**src/rtl/weight_dumper.sv**
```systemverilog
// weight_dumper: streams conv/dense weight and bias memories to the UART
// transmitter in host load order, little-endian bias bytes, optional
// trailing mod-256 checksum byte.
// Ports: clk, rst (async active-low), start, busy, done,
//   {conv_w,conv_b,dense_w,dense_b}_rd_addr/_rd_data (1-cycle read latency),
//   tx_data/tx_valid/tx_ready (valid/ready handshake), byte_count (progress).
module weight_dumper #(
   parameter int L1_W_BYTES  = 144,
   parameter int L1_B_BYTES  = 64,
   parameter int L2_W_BYTES  = 4608,
   parameter int L2_B_BYTES  = 128,
   parameter int DN_W_BYTES  = 8000,
   parameter int DN_B_BYTES  = 40,
   parameter bit CHECKSUM_EN = 1'b1
) (
   input  logic        clk,
   input  logic        rst,
   input  logic        start,
   output logic        busy,
   output logic        done,
   output logic [12:0] conv_w_rd_addr,
   input  logic [7:0]  conv_w_rd_data,
   output logic [5:0]  conv_b_rd_addr,
   input  logic [31:0] conv_b_rd_data,
   output logic [12:0] dense_w_rd_addr,
   input  logic [7:0]  dense_w_rd_data,
   output logic [3:0]  dense_b_rd_addr,
   input  logic [31:0] dense_b_rd_data,
   output logic [7:0]  tx_data,
   output logic        tx_valid,
   input  logic        tx_ready,
   output logic [15:0] byte_count
);

   localparam int L1B_BASE = L1_W_BYTES;
   localparam int L2W_BASE = L1B_BASE + L1_B_BYTES;
   localparam int L2B_BASE = L2W_BASE + L2_W_BYTES;
   localparam int DNW_BASE = L2B_BASE + L2_B_BYTES;
   localparam int DNB_BASE = DNW_BASE + DN_W_BYTES;
   localparam logic [13:0] GA_LAST = 14'(DNB_BASE + DN_B_BYTES - 1);

   typedef enum logic [2:0] {
      S_IDLE, S_FETCH, S_CAPTURE, S_SEND, S_TRAILER, S_FINISH
   } state_e;

   typedef enum logic [2:0] {
      SEG_L1W, SEG_L1B, SEG_L2W, SEG_L2B, SEG_DNW, SEG_DNB
   } seg_e;

   function automatic seg_e seg_of(input logic [13:0] ga);
      seg_e s;
      if (ga < 14'(L1B_BASE))      s = SEG_L1W;
      else if (ga < 14'(L2W_BASE)) s = SEG_L1B;
      else if (ga < 14'(L2B_BASE)) s = SEG_L2W;
      else if (ga < 14'(DNW_BASE)) s = SEG_L2B;
      else if (ga < 14'(DNB_BASE)) s = SEG_DNW;
      else                         s = SEG_DNB;
      return s;
   endfunction

   state_e      r_state, w_state_n;
   logic [13:0] r_ga, w_tga, w_rel;
   logic [1:0]  r_bidx, w_bidx_n;
   logic [7:0]  r_sum;
   logic [31:0] r_word, w_cap_word;
   logic [7:0]  w_cap_byte;
   seg_e        w_seg, w_tseg;
   logic        w_hs, w_last, w_load, w_bias;

   assign busy   = (r_state != S_IDLE) && (r_state != S_FINISH);
   assign done   = (r_state == S_FINISH);
   assign w_seg  = seg_of(r_ga);
   assign w_hs   = tx_valid & tx_ready;
   assign w_last = (r_ga == GA_LAST);
   assign w_bias = (w_seg == SEG_L1B) || (w_seg == SEG_L2B) ||
                   (w_seg == SEG_DNB);
   assign w_bidx_n = w_bias ? r_bidx + 2'd1 : r_bidx;

   // Target of the next address load: 0 on start, ga+1 after a handshake.
   assign w_tga  = (r_state == S_IDLE) ? '0 : r_ga + 14'd1;
   assign w_tseg = seg_of(w_tga);
   assign w_load = ((r_state == S_IDLE) && start) ||
                   ((r_state == S_SEND) && w_hs && !w_last);

   always_comb begin
      w_rel = w_tga;
      case (w_tseg)
         SEG_L1B: w_rel = w_tga - 14'(L1B_BASE);
         SEG_L2W: w_rel = w_tga - 14'(L2W_BASE);
         SEG_L2B: w_rel = w_tga - 14'(L2B_BASE);
         SEG_DNW: w_rel = w_tga - 14'(DNW_BASE);
         SEG_DNB: w_rel = w_tga - 14'(DNB_BASE);
         default: w_rel = w_tga;
      endcase
   end

   always_comb begin
      w_cap_word = conv_b_rd_data;
      w_cap_byte = conv_w_rd_data;
      case (w_seg)
         SEG_L1B, SEG_L2B: w_cap_byte = conv_b_rd_data[7:0];
         SEG_DNW:          w_cap_byte = dense_w_rd_data;
         SEG_DNB: begin
            w_cap_word = dense_b_rd_data;
            w_cap_byte = dense_b_rd_data[7:0];
         end
         default: w_cap_byte = conv_w_rd_data;
      endcase
   end

   always_comb begin
      w_state_n = r_state;
      unique case (r_state)
         S_IDLE:    if (start) w_state_n = S_FETCH;
         S_FETCH:   w_state_n = S_CAPTURE;
         S_CAPTURE: w_state_n = S_SEND;
         S_SEND: begin
            if (w_hs) begin
               if (w_last)
                  w_state_n = CHECKSUM_EN ? S_TRAILER : S_FINISH;
               else if (w_bidx_n != 2'd0)
                  w_state_n = S_SEND;
               else
                  w_state_n = S_FETCH;
            end
         end
         S_TRAILER: if (w_hs) w_state_n = S_FINISH;
         S_FINISH:  w_state_n = S_IDLE;
         default:   w_state_n = S_IDLE;
      endcase
   end

   always_ff @(posedge clk or negedge rst) begin
      if (!rst) r_state <= S_IDLE;
      else      r_state <= w_state_n;
   end

   always_ff @(posedge clk or negedge rst) begin
      if (!rst) begin
         r_ga            <= '0;
         r_bidx          <= '0;
         r_sum           <= '0;
         r_word          <= '0;
         tx_data         <= '0;
         tx_valid        <= 1'b0;
         byte_count      <= '0;
         conv_w_rd_addr  <= '0;
         conv_b_rd_addr  <= '0;
         dense_w_rd_addr <= '0;
         dense_b_rd_addr <= '0;
      end else begin
         // Only the segment being read moves its address.
         if (w_load) begin
            r_ga <= w_tga;
            case (w_tseg)
               SEG_L1W: conv_w_rd_addr  <= 13'(w_rel);
               SEG_L1B: conv_b_rd_addr  <= 6'(w_rel >> 2);
               SEG_L2W: conv_w_rd_addr  <= 13'(L1_W_BYTES) + 13'(w_rel);
               SEG_L2B: conv_b_rd_addr  <= 6'(L1_B_BYTES / 4) +
                                           6'(w_rel >> 2);
               SEG_DNW: dense_w_rd_addr <= 13'(w_rel);
               SEG_DNB: dense_b_rd_addr <= 4'(w_rel >> 2);
               default: ;
            endcase
         end
         unique case (r_state)
            S_IDLE: begin
               if (start) begin
                  r_sum      <= '0;
                  r_bidx     <= '0;
                  byte_count <= '0;
               end
            end
            S_CAPTURE: begin
               tx_valid <= 1'b1;
               tx_data  <= w_cap_byte;
               r_word   <= w_cap_word;
            end
            S_SEND: begin
               if (w_hs) begin
                  r_sum      <= r_sum + tx_data;
                  byte_count <= byte_count + 16'd1;
                  r_bidx     <= w_bidx_n;
                  if (w_last) begin
                     tx_valid <= CHECKSUM_EN;
                     if (CHECKSUM_EN) tx_data <= r_sum + tx_data;
                  end else if (w_bidx_n != 2'd0) begin
                     // Remaining bias bytes come from the held word.
                     tx_data <= r_word[{w_bidx_n, 3'b000} +: 8];
                  end else begin
                     tx_valid <= 1'b0;
                  end
               end
            end
            S_TRAILER: if (w_hs) tx_valid <= 1'b0;
            default: ;
         endcase
      end
   end

endmodule

```
**config.mk**
```make
export PLATFORM = sky130hd
export DESIGN_NAME = weight_dumper
export DESIGN_NICKNAME = d
export VERILOG_FILES = /design/src/rtl/weight_dumper.sv
export SDC_FILE = /design/constraint.sdc
export NUM_CORES = 1
export LEC_CHECK = 0
export ABC_AREA = 1
export CORE_MARGIN = 5
export CORE_UTILIZATION = 55
export DETAILED_ROUTE_END_ITERATION = 16
export GPL_ROUTABILITY_DRIVEN = 0
export PLACE_DENSITY_LB_ADDON = 0.08
export SETUP_SLACK_MARGIN = 0.5
export SLEW_MARGIN = 20
export SYNTH_ARGS = -nofsm -noshare
export SYNTH_HDL_FRONTEND = slang
export SYNTH_SLANG_ARGS = --single-unit
```
**constraint.sdc**
```tcl
create_clock -name clk -period 7.2 [get_ports clk]
set_input_delay 1.08 -clock clk [delete_from_list [all_inputs] [get_ports clk]]
set_output_delay 1.08 -clock clk [all_outputs]
set_load 0.05 [all_outputs]
```
==> results.md <==
* Run status: finished clean
* Syn Std Cell Area at 0.00721 mm²
* Final worst slack at 3.28 ns
* Top sig layer: met4
* Initial DRC count at 559
* NetSw at 323 µW
* WL met1 at 8.95 mm
* Area contributors post-synth: dfrtp_1 41%, nand2_1 16%, o21ai_0 7.0%
* Ys Warns at 0
* Via count at 7186
* Reg2Reg Setup Slack at 3.28 ns
* H-tree levels at 4
* Filler cells at 1027
* Dpl cells at 1295
* Die H at 124 µm
* Drt drc at 0
* Buffer count from post-CTS setup fixing at 0
* Max Transition Viols Final at 0
* Setup Skew at 0.00960 ns
* EDFF count, synth at 0
* DP Worst Slack at 3.40 ns
* WP data required at 7.50 ns
* Internal power at 1.27 mW
* Detailed-placement wirelength estimate at 14.5 mm
* Sequential area share after synthesis at 40.6%
* CP Capture Type: flop
* Crit path launch type: flop
* CTS max path bufs at 2
* Slowest stage delay, CP at 0.41 ns
* WP data arrival at 4.22 ns
* Type of the worst setup path: flop to flop
* Final hold violations at 0
* Routed wl met3 at 1.23 mm
* Slowest stage cell on the critical path: dfrtp_1
* Global route overflow at 0
* Detail Route Antenna Nets at 0
* GRT Resource Usage Total at 26.0%
* Synth top cells by count: 298 x nand2_1, 117 x dfrtp_1, 102 x inv_1
* Setup TNS at 0 ns
* Worst hold slack at 0.477 ns
* Hold depth at 2
* Root buffer cell: clkbuf_16
* Syn avg cell area at 7.19 µm²
* Max-cap violation count at 0
* Tot Pwr at 1.59 mW
* Ys async rst share at 100%
* Fmax at 255 MHz
* Layout cells sized above 1 at 8.67%
* Min cycle time layout at 3.92 ns
* NumNets Final at 1243
* Worst-Skew Late Latency at 0.42 ns
* Met2 Routed Length at 9.24 mm
* Synth top area share at 40.6%
* Worst rel slew slack at 36.4%
* R2R depth at 28
* TritonCTS sink count at 117
* Count leader, synth: nand2_1
* Cts repair resizes at 0
* Die area at 0.0155 mm²
* Critical path's most frequent cell: nand2_1
* Leakage at 4.52 nW
* HP Class: flop to flop
* Final Non-Filler Cells at 1326
* Initial Util at 56.7%
* Comb power frac at 3.9%
* Final worst path period share at 54.4%
* Worst-Margin Slew at 0.951 ns
* Net switching fraction of the power at 20.3%
* Cell Pwr Density at 170 mW/mm²
* # hold bufs at CTS at 0
* Clock group share of total power at 54.7%
* Std cell rows at 41
* Yosys top cell by area: dfrtp_1
* Total CTS buffers at 17
* Synth unique cells at 43
* Vias/cell at 5.42
* Global-route wire length before repair at 33.5 mm
* IO Port Bufs at 146
* Mapped Cells at 1002
* Worst Path Max Fanout at 8
* Start point of the critical path: r_ga[0]$_DFFE_PN0N_
* Worst VDD drop at 0.253 mV
* Syn Nets at 1103
* Initial antenna violation count at 0
* WL per Instance at 14.9 µm
* Die width at 124 µm
* I/O Pins at 147
* Final setup viols at 0
* Min-Delay Endpoint: conv_w_rd_addr[8]$_DFFE_PN0P_
* Reg2Reg Capture Point: conv_w_rd_addr[12]$_DFFE_PN0P_
* Number of global-route vias before repair at 6863
* Largest net degree at the start of global routing at 77
* Top_reg_cell synth: dfrtp_1
* WL final at 19.8 mm
* Core box area at 0.0127 mm²
* R2R Path Start: r_ga[0]$_DFFE_PN0N_
* CTS tree: done
* Antenna cells at 0
* Proportion of power drawn by flip-flops and latches at 41.3%
* Hold path start: conv_w_rd_addr[8]$_DFFE_PN0P_
* Area Overhead vs Synth at 30.4%
* RSZ-0062 raised after global routing: no
* Synthesis-stage register bit count at 117
* Clock transition at the registers of the reported paths at 0.06 ns
* DR pass1 iterations at 5
[cell usage in the layout, fill, tap and decap left out, drive strengths merged, types with 15 or more instances in the layout]
cell,synthesis,routed
o21ai,121,121
a21oi,39,39
o22ai,15,15
inv,114,115
nand3,67,67
ha,16,16
clkdlybuf4s50,0,145
dfrtp,117,117
nand4,21,21
nand2,317,317
clkbuf,18,20
nor2,90,90
[critical path: cells and delay by family, from the launching register on]
family | cells | cell delay (ns)
xor+xnor | 1 | 0.23
flops | 1 | 0.41
compound gates | 2 | 0.31
simple gates | 20 | 1.86
fa+ha+maj | 3 | 0.83
buf+inv | 2 | 0.14
[power groups by stage]
stage	logic [mW]	registers [mW]	clock network, mW
after floorplan	0.00425	0.670	0
after global placement	0.0631	0.670	0
after detailed placement	0.0635	0.670	0
after CTS	0.0636	0.658	0.887
after global routing	0.0682	0.658	0.917
final	0.0626	0.658	0.872
[logic make-up after synthesis]
kind of cell / Yosys count / share of synthesized area, %
and+or+nand+nor: 520 / 32.4
DFF: 117 / 40.6
buffers and inverters: 146 / 8.04
adders and majority gates: 17 / 3.06
AOI/OAI and AO/OA: 189 / 14.3
xor gates and xnor gates: 13 / 1.58
[how the worst max path moves through the flow]
stage,endpoint,cells past startpoint
floorplan,conv_w_rd_addr[12]$_DFFE_PN0P_,28
global placement,byte_count[12]$_DFFE_PN0P_,17
detailed placement,conv_w_rd_addr[12]$_DFFE_PN0P_,28
CTS,conv_w_rd_addr[12]$_DFFE_PN0P_,28
global route,conv_w_rd_addr[11]$_DFFE_PN0P_,24
finish,conv_w_rd_addr[12]$_DFFE_PN0P_,28
[flip-flops by register name (all words and copies together), names as in the netlist]
name	flops
r_state	3
tx_data	8
conv_b_rd_addr	6
r_bidx	2
r_word	29
dense_w_rd_addr	13
r_sum	8
conv_w_rd_addr	13
byte_count	16
dense_b_rd_addr	4
r_ga	14
tx_valid	1
[final cells by class]
class	count	area [µm²]	area share, %
sequential	117	2930	31.2
inverter	117	442	4.70
timing repair buffer	150	1490	15.8
tap	172	215	2.29
multi-input combinational	739	3710	39.4
clock inverter	11	150	1.60
clock buffer	20	467	4.97
[metrics by stage]
stage	instance area [µm²]	utilization, %
floorplan	7210	-
finish	9400	73.9
detailed placement	8780	69.0
global route	9400	73.9
global placement	8780	69.0
CTS	9400	73.9
[per-layer routing]
| layer | track usage (%) | vias up |
|---|---|---|
| li1 | - | 3562 |
| met1 | 35.6 | 3343 |
| met2 | 41.4 | 246 |
| met3 | 5.40 | 35 |
| met4 | 8.32 | 0 |
| met5 | 0 | - |
Power figures use the tool's default switching activity.
